File: config.mk
export PLATFORM = sky130hd
export DESIGN_NAME = multicycle_control
export DESIGN_NICKNAME = d
export VERILOG_FILES = /design/src/rtl/multicycle_control.sv
export SDC_FILE = /design/constraint.sdc
export NUM_CORES = 1
export LEC_CHECK = 0
export BUFFER_PORTS_ARGS = -buffer_cell sky130_fd_sc_hd__buf_2
export CORE_AREA = 2 2 88 90
export DETAILED_ROUTE_END_ITERATION = 8
export DIE_AREA = 0 0 90 92
export PLACE_DENSITY = 0.48
export SYNTH_ARGS = -nofsm -noshare
export SYNTH_HDL_FRONTEND = slang
export SYNTH_SLANG_ARGS = --single-unit
File: constraint.sdc
create_clock -name clk -period 5.3 [get_ports clk]
set_input_delay 0.795 -clock clk [delete_from_list [all_inputs] [get_ports clk]]
set_output_delay 0.795 -clock clk [all_outputs]
set_load 0.005 [all_outputs]
File: src/rtl/multicycle_control.sv
// Moore control FSM sequencing a shared-memory multicycle MIPS datapath.
// Optional memory-ready handshake enabled by defining MEM_HANDSHAKE_EN.
module multicycle_control #(
    parameter int ALUOP_W = 3,
    parameter int CNT_W   = 32
) (
    input  logic               clk,
    input  logic               reset,
    input  logic [5:0]         OP,
    input  logic               MemReady,
    output logic               PCWrite,
    output logic               PCWriteCond,
    output logic               BranchNE,
    output logic               IorD,
    output logic               MemRead,
    output logic               MemWrite,
    output logic               IRWrite,
    output logic               MemtoReg,
    output logic               ALUSrcA,
    output logic               RegWrite,
    output logic               RegDst,
    output logic               Lui,
    output logic [1:0]         PCSource,
    output logic [1:0]         ALUSrcB,
    output logic [ALUOP_W-1:0] ALUOp,
    output logic               IllegalOp,
    output logic               Retire,
    output logic [CNT_W-1:0]   RetiredCount,
    output logic [3:0]         State
);

    localparam logic [5:0] OP_R    = 6'h00;
    localparam logic [5:0] OP_J    = 6'h02;
    localparam logic [5:0] OP_BEQ  = 6'h04;
    localparam logic [5:0] OP_BNE  = 6'h05;
    localparam logic [5:0] OP_ADDI = 6'h08;
    localparam logic [5:0] OP_ORI  = 6'h0D;
    localparam logic [5:0] OP_LUI  = 6'h0F;
    localparam logic [5:0] OP_LW   = 6'h23;
    localparam logic [5:0] OP_SW   = 6'h2B;

    localparam logic [ALUOP_W-1:0] ALU_ADD = ALUOP_W'(3'b100);
    localparam logic [ALUOP_W-1:0] ALU_OR  = ALUOP_W'(3'b101);
    localparam logic [ALUOP_W-1:0] ALU_SUB = ALUOP_W'(3'b110);
    localparam logic [ALUOP_W-1:0] ALU_R   = ALUOP_W'(3'b111);

    typedef enum logic [3:0] {
        S_FETCH    = 4'd0,
        S_DECODE   = 4'd1,
        S_MEMADDR  = 4'd2,
        S_MEMREAD  = 4'd3,
        S_MEMWB    = 4'd4,
        S_MEMWRITE = 4'd5,
        S_EXECUTE  = 4'd6,
        S_ALUWB    = 4'd7,
        S_BRANCH   = 4'd8,
        S_JUMP     = 4'd9,
        S_IMMEXEC  = 4'd10,
        S_IMMWB    = 4'd11
    } state_t;

    state_t             state_q, state_d;
    logic [CNT_W-1:0]   cnt_q, cnt_d;
    logic               mem_rdy;

`ifdef MEM_HANDSHAKE_EN
    assign mem_rdy = MemReady;
`else
    logic unused_mem_ready;
    assign unused_mem_ready = MemReady;
    assign mem_rdy = 1'b1;
`endif

    logic is_legal;
    assign is_legal = (OP == OP_R)    || (OP == OP_J)   || (OP == OP_BEQ) ||
                      (OP == OP_BNE)  || (OP == OP_ADDI)|| (OP == OP_ORI) ||
                      (OP == OP_LUI)  || (OP == OP_LW)  || (OP == OP_SW);

    always_comb begin
        state_d = state_q;
        case (state_q)
            S_FETCH:    if (mem_rdy) state_d = S_DECODE;
            S_DECODE: begin
                case (OP)
                    OP_LW, OP_SW:            state_d = S_MEMADDR;
                    OP_R:                    state_d = S_EXECUTE;
                    OP_ADDI, OP_ORI, OP_LUI: state_d = S_IMMEXEC;
                    OP_BEQ, OP_BNE:          state_d = S_BRANCH;
                    OP_J:                    state_d = S_JUMP;
                    default:                 state_d = S_FETCH;
                endcase
            end
            S_MEMADDR:  state_d = (OP == OP_SW) ? S_MEMWRITE : S_MEMREAD;
            S_MEMREAD:  if (mem_rdy) state_d = S_MEMWB;
            S_MEMWRITE: if (mem_rdy) state_d = S_FETCH;
            S_EXECUTE:  state_d = S_ALUWB;
            S_IMMEXEC:  state_d = S_IMMWB;
            S_MEMWB, S_ALUWB, S_IMMWB, S_BRANCH, S_JUMP:
                        state_d = S_FETCH;
            default:    state_d = S_FETCH;
        endcase
    end

    // Strobes decode the registered state; OP only qualifies states entered
    // after the instruction register is loaded, so it is stable there.
    always_comb begin
        PCWrite     = 1'b0;
        PCWriteCond = 1'b0;
        BranchNE    = 1'b0;
        IorD        = 1'b0;
        MemRead     = 1'b0;
        MemWrite    = 1'b0;
        IRWrite     = 1'b0;
        MemtoReg    = 1'b0;
        ALUSrcA     = 1'b0;
        RegWrite    = 1'b0;
        RegDst      = 1'b0;
        Lui         = 1'b0;
        PCSource    = 2'b00;
        ALUSrcB     = 2'b00;
        ALUOp       = '0;
        IllegalOp   = 1'b0;
        Retire      = 1'b0;
        case (state_q)
            S_FETCH: begin
                MemRead = 1'b1;
                IRWrite = mem_rdy;
                PCWrite = mem_rdy;
                ALUSrcB = 2'b01;
                ALUOp   = ALU_ADD;
            end
            S_DECODE: begin
                ALUSrcB   = 2'b11;
                ALUOp     = ALU_ADD;
                IllegalOp = ~is_legal;
            end
            S_MEMADDR: begin
                ALUSrcA = 1'b1;
                ALUSrcB = 2'b10;
                ALUOp   = ALU_ADD;
            end
            S_MEMREAD: begin
                MemRead = 1'b1;
                IorD    = 1'b1;
            end
            S_MEMWB: begin
                MemtoReg = 1'b1;
                RegWrite = 1'b1;
                Retire   = 1'b1;
            end
            S_MEMWRITE: begin
                MemWrite = 1'b1;
                IorD     = 1'b1;
                Retire   = mem_rdy;
            end
            S_EXECUTE: begin
                ALUSrcA = 1'b1;
                ALUOp   = ALU_R;
            end
            S_ALUWB: begin
                RegDst   = 1'b1;
                RegWrite = 1'b1;
                Retire   = 1'b1;
            end
            S_IMMEXEC, S_IMMWB: begin
                ALUSrcA  = 1'b1;
                ALUSrcB  = 2'b10;
                ALUOp    = (OP == OP_ADDI) ? ALU_ADD : ALU_OR;
                Lui      = (OP == OP_LUI);
                RegWrite = (state_q == S_IMMWB);
                Retire   = (state_q == S_IMMWB);
            end
            S_BRANCH: begin
                ALUSrcA     = 1'b1;
                ALUOp       = ALU_SUB;
                PCWriteCond = 1'b1;
                PCSource    = 2'b01;
                BranchNE    = (OP == OP_BNE);
                Retire      = 1'b1;
            end
            S_JUMP: begin
                PCWrite  = 1'b1;
                PCSource = 2'b10;
                Retire   = 1'b1;
            end
            default: ;
        endcase
        if (reset) begin
            PCWrite     = 1'b0;
            PCWriteCond = 1'b0;
            BranchNE    = 1'b0;
            IorD        = 1'b0;
            MemRead     = 1'b0;
            MemWrite    = 1'b0;
            IRWrite     = 1'b0;
            MemtoReg    = 1'b0;
            ALUSrcA     = 1'b0;
            RegWrite    = 1'b0;
            RegDst      = 1'b0;
            Lui         = 1'b0;
            PCSource    = 2'b00;
            ALUSrcB     = 2'b00;
            ALUOp       = '0;
            IllegalOp   = 1'b0;
            Retire      = 1'b0;
        end
    end

    always_comb begin
        cnt_d = cnt_q + CNT_W'(Retire);
    end

    always_ff @(posedge clk) begin
        if (reset) begin
            state_q <= S_FETCH;
            cnt_q   <= '0;
        end else begin
            state_q <= state_d;
            cnt_q   <= cnt_d;
        end
    end

    assign State        = state_q;
    assign RetiredCount = cnt_q;

endmodule

==> metrics.cfg <==
[status]
outcome = finished clean

[clock_tree]
cts.sink_count = 36
root_buffer = sky130_fd_sc_hd__clkbuf_8
clkSlewWorstSetupHoldPaths_ns = 0.07
numCtsBuffers = 5
clkLatencyLatePin_ns = 0.28
tritoncts = yes
cts_resized = 0
post-cts-setup-buffer-count = 0
clk_path_buf_depth = 2
clock_tree.htree_level_count = 2
cts_hold_buffers = 0

[sta]
clock.fmax_ghz = 0.279
min_period_ns = 3.58
setup_total_negative_slack_ns = 0
timing_worst_slew_pin_value_ns = 1.00
setup_viol = 0
slew_headroom = 0.333
worst_clk_skew_ns = 0.00566
slew_viol_final = 0
fin_crit_sh = 0.676
final-hold-violation-count = 0
setup_repair_after_global_routing_missed_its_margin = false

[power_and_ir_drop]
vdd_drop_max_uv = 71.9
cellLeakagePower_nw = 0.986
power-per-cell-area_nw_per_um2 = 197

[final_layout]
syn2layout_area_growth_pct = 18.9
final_design_area_no_fill_um2 = 2530
number_of_cells_in_the_finished_layout_apart_from_fillers = 415
count_of_inserted_antenna_diode_cells = 0
num-nets-final = 324
final_layout_size_suffix_gt1_frac = 0.265

[grt]
gr-total-overflow = 0
grt_use_total = 0.127
wire_length_of_the_first_global_routing_pass_um = 8920
antenna_found_initial = 0
grt_max_degree = 54
first_global_vias = 1877

[floorplan]
die_height_um = 92
dieWidth_um = 90
design.die.area_um2 = 8280
rows = 32
num_io_pins = 66
floorplan.initialDensity = 0.286
coreArea_um2 = 7450

[drt]
routed_wire_length_per_instance_um = 12.9
drt-total-wl_um = 5360
routed_via_density = 5.08
drt_drc_violations_left = 0
drt_iter0_markers = 79
dr.pass1.iters = 4
detailroute.via_count = 2107
antenna_violating_nets_remaining = 0

[logic_synthesis]
synth_sequential_area_ratio = 0.339
yosys_register_bits = 36
synth.yosys.warnings = 0
synth_enable_flop_cells = 0
synthesized_area_per_cell_um2 = 8.03
ys_async_sr_fraction = 0
post_synth_inst_count = 265
synth_top_cells_by_count = 36 x sky130_fd_sc_hd__dfxtp_1, 21 x sky130_fd_sc_hd__a21oi_1, 20 x sky130_fd_sc_hd__nor2_1, 15 x sky130_fd_sc_hd__clkbuf_1, 15 x sky130_fd_sc_hd__nand2_1
netlist-cell-type-count = 44
synthMostInstantiatedCell = sky130_fd_sc_hd__dfxtp_1
largest_area_contributor_in_the_netlist = sky130_fd_sc_hd__dfxtp_1
synth_nets = 276
synth_ff_type = sky130_fd_sc_hd__dfxtp_1
largest_cells_by_area_after_synthesis = sky130_fd_sc_hd__dfxtp_1 34%, sky130_fd_sc_hd__a21oi_1 4.9%, sky130_fd_sc_hd__or4_1 4.2%
synth_top_area_share = 0.339
synth_area_um2 = 2130

[placement]
post_dp_cell_area_um2 = 2450
place_inst = 408
gp_routability_congestion = 0.805
dpl.hpwl_um = 3570
numPortBuffers = 64

[worst_setup_path]
critical_path_sink_type = flop
cp.required_ns = 5.50
timing.critical_path.fanout_max = 53
worst_ep_arrival_time_ns = 3.78
worst_setup_path_start_kind = input pin
worstSetupPathType = input pin to flop

[worst_hold_path]
min-delay-path-class = flop to flop

[job]
drv.max_cap_violation_count = 0

-- cells by family after synthesis --
logic type                 count (synthesis)  synth area share
xor gates and xnor gates                  14            0.0576
muxes                                      2            0.0100
AOI/OAI and AO/OA                         55             0.158
adders and majority gates                  2            0.0118
and+or+nand+nor                          129             0.358
buffers and inverters                     27            0.0653
DFF                                       36             0.339
-- worst max-delay path, cell delays in order --
cell	delay (ns)
sky130_fd_sc_hd__buf_2	0.41
sky130_fd_sc_hd__a211oi_1	0.49
sky130_fd_sc_hd__ha_1	0.31
sky130_fd_sc_hd__ha_1	0.23
sky130_fd_sc_hd__and3_1	0.25
sky130_fd_sc_hd__nand4_1	0.54
sky130_fd_sc_hd__or4_1	0.61
sky130_fd_sc_hd__a21oi_1	0.15
-- metrics by stage --
step	total power [mW]	utilization	worst slack, ns	hold slack (ns)
floorplan	0.308	-	2.29	0.466
global placement	0.318	0.329	1.41	0.467
detailed placement	0.318	0.329	1.37	0.482
CTS	0.506	0.340	1.66	0.496
global route	0.519	0.340	1.32	0.538
finish	0.498	0.340	1.72	0.489
-- path summary, 6_finish.rpt --
| path | depth (start not counted) | slack [ns] | to | startpoint |
|---|---|---|---|---|
| min reg2reg | 2 | 0.49 | RetiredCount[31] | RetiredCount[31] |
| min | 2 | 0.49 | RetiredCount[31] | RetiredCount[31] |
| max reg2reg | 8 | 1.84 | RetiredCount[28] | State[0] |
| max | 8 | 1.72 | RetiredCount[28] | reset |
-- layout by cell type (no fill, tap or decap), drive strengths merged, types with 3 or more instances in the layout --
| master | count |
|---|---|
| buf | 64 |
| nand2b | 5 |
| nor4 | 9 |
| o31ai | 10 |
| or2 | 3 |
| o21ai | 11 |
| clkbuf | 6 |
| and4 | 4 |
| a21oi | 21 |
| nand4 | 8 |
| dfxtp | 36 |
| and3 | 5 |
| nor3 | 14 |
| nor2 | 20 |
| xor2 | 4 |
| inv | 4 |
| nand2 | 15 |
| nor2b | 4 |
| xnor2 | 10 |
| nor4b | 3 |
| or4 | 12 |
| or3 | 9 |
| nand3 | 14 |
-- flip-flops by register name, indices dropped and copies added (netlist names) --
| register | cells |
|---|---|
| RetiredCount | 32 |
| State | 4 |
-- layer usage --
layer,global-route usage,share of wire
met1,0.168,0.49
met2,0.210,0.46
met3,0.0222,0.041
met4,0.0436,0.0075
met5,0,0
-- cell type report --
class	instances	area (um2)
Clock buffer	6	72.6
Clock inverter	1	5.00
Fill cell	829	4920
Inverter	4	15.0
Multi-Input combinational cell	202	1270
Sequential cell	36	721
Tap cell	102	128
Timing Repair Buffer	64	320
-- where the power goes --
| part | internal (mW) | leakage [nW] | switching (mW) | total, mW |
|---|---|---|---|---|
| clock | 0.0895 | 0.0410 | 0.0963 | 0.186 |
| sequential | 0.271 | 0.290 | 0.00423 | 0.276 |
| combinational | 0.0148 | 0.655 | 0.0218 | 0.0366 |
| total | 0.376 | 0.986 | 0.122 | 0.498 |
(Power assumes the default switching activity.)
